===== config.mk =====
export PLATFORM = sky130hd
export DESIGN_NAME = dec_rr_arbiter
export DESIGN_NICKNAME = d
export VERILOG_FILES = /design/src/rtl/dec_rr_arbiter.sv
export SDC_FILE = /design/constraint.sdc
export NUM_CORES = 1
export LEC_CHECK = 0
export ABC_CLOCK_PERIOD_IN_PS = 4480
export BUFFER_PORTS_ARGS = -buffer_cell sky130_fd_sc_hd__buf_2
export CAP_MARGIN = 20
export CORE_MARGIN = 2
export CORE_UTILIZATION = 58
export CTS_CLUSTER_SIZE = 16
export DETAILED_ROUTE_END_ITERATION = 12
export PLACE_DENSITY_LB_ADDON = 0.2
export SLEW_MARGIN = 20
export SYNTH_ARGS = -nofsm -noshare
export SYNTH_HDL_FRONTEND = slang
export SYNTH_SLANG_ARGS = --single-unit
export TNS_END_PERCENT = 1

===== constraint.sdc =====
create_clock -name clk -period 4.48 [get_ports clk]
set_input_delay 0.224 -clock clk [delete_from_list [all_inputs] [get_ports clk]]
set_output_delay 0.224 -clock clk [all_outputs]
set_load 0.01 [all_outputs]

===== src/rtl/dec_rr_arbiter.sv =====
// dec_rr_arbiter
// Round-robin arbiter and sequencer in front of a shared 3-to-8 active-low
// select decoder. One of eight requesters owns the decoder at a time. Each
// grant is limited to MAX_HOLD cycles, and there is always one idle cycle
// between grants, so two selects are never low together.
//
// Optional feature, macro ARB_LOCK_EN: adds a lock input. While lock is high
// in GRANT, hold expiry is ignored; done and a request drop still end the grant.
//
// Ports:
//   clk       in   rising-edge clock
//   rst       in   synchronous active-high reset
//   req[7:0]  in   level-sensitive request vector, one bit per requester
//   done      in   the owner releases the grant (looked at only in GRANT)
//   lock      in   (ARB_LOCK_EN only) suppress hold expiry while high
//   sel[2:0]  out  index of the granted requester, to the decoder
//   sel_en_n  out  active-low decoder enable, low only in GRANT
//   gnt_n[0:7]out  active-low one-hot grant, gnt_n[i] low when sel==i and enabled
//   busy      out  high in GRANT and RELEASE
module dec_rr_arbiter #(
   parameter int MAX_HOLD = 4,
   parameter int CNT_W    = 3
) (
   input  logic       clk,
   input  logic       rst,
   input  logic [7:0] req,
   input  logic       done,
`ifdef ARB_LOCK_EN
   input  logic       lock,
`endif
   output logic [2:0] sel,
   output logic       sel_en_n,
   output logic [0:7] gnt_n,
   output logic       busy
);

   typedef enum logic [1:0] {S_IDLE, S_GRANT, S_RELEASE} state_t;

   localparam logic [CNT_W-1:0] HOLD_LIM = CNT_W'(MAX_HOLD);
   localparam logic [CNT_W-1:0] CNT_MAX  = '1;

   state_t           state;
   logic [2:0]       ptr;
   logic [CNT_W-1:0] cnt;
   logic [2:0]       winner;
   logic             lock_on;
   logic             hold_hit;
   logic             terminate;

   // First requester at or after p, wrapping mod 8. Scanning from the far end
   // back towards p lets the closest hit overwrite the result last.
   function automatic logic [2:0] rr_pick(input logic [7:0] r, input logic [2:0] p);
      logic [2:0] idx;
      logic [2:0] pick;
      pick = p;
      for (int k = 7; k >= 0; k--) begin
         idx = p + 3'(k);
         if (r[idx]) pick = idx;
      end
      return pick;
   endfunction

   function automatic logic [0:7] onehot_n(input logic [2:0] idx);
      logic [0:7] v;
      v      = '1;
      v[idx] = 1'b0;
      return v;
   endfunction

   always_comb begin
`ifdef ARB_LOCK_EN
      lock_on = lock;
`else
      lock_on = 1'b0;
`endif
      winner = rr_pick(req, ptr);
      // >= rather than == so that a grant held past the limit under lock
      // (cnt saturated above MAX_HOLD) ends as soon as lock drops.
      hold_hit  = (MAX_HOLD != 0) && (cnt >= HOLD_LIM) && !lock_on;
      terminate = done || !req[sel] || hold_hit;
   end

   always_ff @(posedge clk) begin
      if (rst) begin
         state    <= S_IDLE;
         ptr      <= 3'd0;
         cnt      <= '0;
         sel      <= 3'd0;
         sel_en_n <= 1'b1;
         gnt_n    <= '1;
         busy     <= 1'b0;
      end else begin
         case (state)
            S_IDLE, S_RELEASE: begin
               if (|req) begin
                  sel      <= winner;
                  sel_en_n <= 1'b0;
                  gnt_n    <= onehot_n(winner);
                  cnt      <= CNT_W'(1);
                  busy     <= 1'b1;
                  state    <= S_GRANT;
               end else if (state == S_RELEASE) begin
                  busy  <= 1'b0;
                  state <= S_IDLE;
               end
            end
            S_GRANT: begin
               if (terminate) begin
                  // sel is left as is; the decoder is already disabled.
                  sel_en_n <= 1'b1;
                  gnt_n    <= '1;
                  ptr      <= sel + 3'd1;
                  state    <= S_RELEASE;
               end else if (cnt != CNT_MAX) begin
                  cnt <= cnt + CNT_W'(1);
               end
            end
            default: begin
               sel_en_n <= 1'b1;
               gnt_n    <= '1;
               busy     <= 1'b0;
               state    <= S_IDLE;
            end
         endcase
      end
   end

endmodule

==> results.md <==
* Post-CTS setup buffers at 0
* CTS Buf Count at 3
* Row cnt at 20
* Number of warnings issued by yosys at 0
* Post-synth ARST share at 0%
* DR iter-0 viols at 140
* Post-layout nets at 224
* Total track usage at 27.2%
* Min Tclk post-route at 3.32 ns
* Latest clock arrival within the worst-skew pair at 0.30 ns
* Max-Cap Viols at 0
* CP Launch Type: register
* Final setup viols at 0
* Cell Area, Synth at 0.00180 mm²
* DP HPWL at 3510 µm
* Sequential share of the synthesized area at 23.4%
* Ports at 24
* GP Congestion at 0.884
* Yosys reg bits at 21
* Largest net degree at the start of global routing at 24
* Ys flop type: dfxtp_1
* Die area at 0.00356 mm²
* Max frequency at 302 MHz
* Layout cells sized above 1 at 22.2%
* Final Power at 735 µW
* CP Capture Type: register
* Reg clk slew, reported paths at 0.11 ns
* Post-Syn Instances at 192
* Status: complete, no violations
* Grt ovf at 0
* Number of fill cells at 257
* Unique masters post-synth at 47
* CP Cell Sequence: inv_1 -> ha_1 -> mux2i_1 -> mux4_2 -> o41a_1 -> o211a_1 -> a211o_1 -> o32a_1
* Via-per-instance ratio at 7.01
* Post-cts sizing count at 0
* DR WL/cell at 19.3 µm
* Pwr/cell area at 381 mW/mm²
* Initial Util at 59.9%
* Hold buffer count at CTS at 0
* Hold Vio Cnt, Final at 0
* Most frequent cells in the layout: buf_2, dfxtp_1, mux2i_1
* # H-tree levels at 1
* Final Max Slew Viols at 0
* Critical path class: reg2reg
* Multi-input logic area at 0.00128 mm²
* CTS tree: done
* Type of the most critical hold path: in2reg
* Total number of vias at 1682
* Maximum VDD drop at 0.227 mV
* Root buffer cell: clkbuf_4
* Setup TNS at 0 ns
* Critical path peak fanout at 13
* Hold Slack at 0.262 ns
* Layout Skew at 0.00581 ns
* Final Cycle Share at 74.0%
* Longest Clk Path Bufs at 2
* CORE AREA at 0.00300 mm²
* Buffers on Ports at 23
* Final antenna-violating net count at 0
* Setup repair after global routing missed its margin: no
* Area grow syn2layout at 7.17%
* Die Wd at 59.7 µm
* Syn nets at 208
* Vias in the first global route at 1537
* Most common cell after layout, fill and taps aside: buf_2
* EDFF count, synth at 0
* P_leak at 0.713 nW
* DRC violations left at 0
* Slowest cell on crit path: ha_1
* Register area at 420 µm²
* First-pass GRT wire length at 7340 µm
* Drt pass-1 iters at 4
* Total Wirelength at 4620 µm
* Initial antenna violation count at 0
* CTS Sinks at 21
* Worst EP required at 4.68 ns
* N_diodes at 0
* Slew HR at 62.1%
* Worst slew pin tran at 0.568 ns
* CP arrival at 3.52 ns
* Mean area per synthesized cell at 9.36 µm²
* Die Span Y at 59.7 µm
* CP peak stage delay at 0.68 ns
==> sequential cells by signal, summed over array words and instances, names as in the netlist <==
register  flops
cnt           3
gnt_n         8
sel_en_n      1
ptr           3
sel           3
state         2
busy          1
==> layout make-up <==
type	instances	area share, %
clock buffer	3	1.17
clock inverter	1	0.260
inverter	6	1.17
multi-input combinational	150	66.3
sequential	21	21.8
tap	33	2.14
timing repair buffer	26	7.14
==> Yosys cell counts (3+ instances only) <==
| cell | instances | share of area (%) |
|---|---|---|
| mux4_2 | 11 | 14 |
| o2111ai_1 | 3 | 1.5 |
| nand3_1 | 6 | 1.7 |
| a31oi_1 | 4 | 1.4 |
| nand2b_1 | 6 | 2.1 |
| o32a_1 | 9 | 5.0 |
| xnor2_1 | 3 | 1.5 |
| dfxtp_1 | 21 | 23 |
| o21ai_0 | 5 | 1.4 |
| ha_1 | 5 | 3.5 |
| a21oi_1 | 10 | 2.8 |
| nor2_1 | 14 | 2.9 |
| inv_1 | 5 | 1.0 |
| mux2i_1 | 16 | 8.9 |
| nand2_1 | 15 | 3.1 |
| nor2b_1 | 4 | 1.4 |
| a211oi_1 | 4 | 1.7 |
| clkbuf_1 | 8 | 1.7 |
==> cell families (layout without fill, tap and decap cells) <==
family          after synthesis  count (layout)  share of synthesized area (%)
mux                          32              32                           28.1
compound gates               54              54                           22.7
buf+inv                      21              36                           5.57
flops                        21              21                           23.4
fa+ha+maj                     5               5                           3.48
xor+xnor                      5               5                           2.44
simple gates                 54              54                           14.3
==> worst max-delay path: cells and delay by family (launching register included) <==
kind	cells	cell delay [ns]
compound gates	4	1.27
mux	2	0.81
fa+ha+maj	1	0.68
flops	1	0.34
buf+inv	1	0.12
==> stage by stage <==
step,instance area (µm²),cells,util (%),setup WS [ns]
after floorplan,1800,192,-,1.18
after global placement,1900,236,63.2,1.31
after detailed placement,1900,236,63.2,1.19
after CTS,1930,240,64.2,1.18
after global routing,1930,240,64.2,0.987
final,1930,240,64.2,1.16
==> routing by layer <==
layer	wire length, µm	track usage (%)
met5	0	0
met4	138	14.3
met3	221	1.52
met2	2380	44.7
met1	1880	35.9
==> power breakdown <==
group	switching, mW	leakage, nW	total (mW)	internal, mW
registers	0.0209	0.173	0.232	0.211
clock network	0.0551	0.0177	0.0884	0.0333
logic	0.234	0.523	0.415	0.181
total	0.310	0.713	0.735	0.425
==> final timing paths <==
kind,start,end,slack (ns),cells after the start
max,ptr[0]$_SDFFE_PP0P_,gnt_n[4]$_SDFFE_PP1P_,1.16,8
min,rst,ptr[0]$_SDFFE_PP0P_,0.26,2
max reg2reg,ptr[0]$_SDFFE_PP0P_,gnt_n[4]$_SDFFE_PP1P_,1.16,8
min reg2reg,gnt_n[1]$_SDFFE_PP1P_,gnt_n[1]$_SDFFE_PP1P_,0.48,1
(Power assumes the default switching activity.)
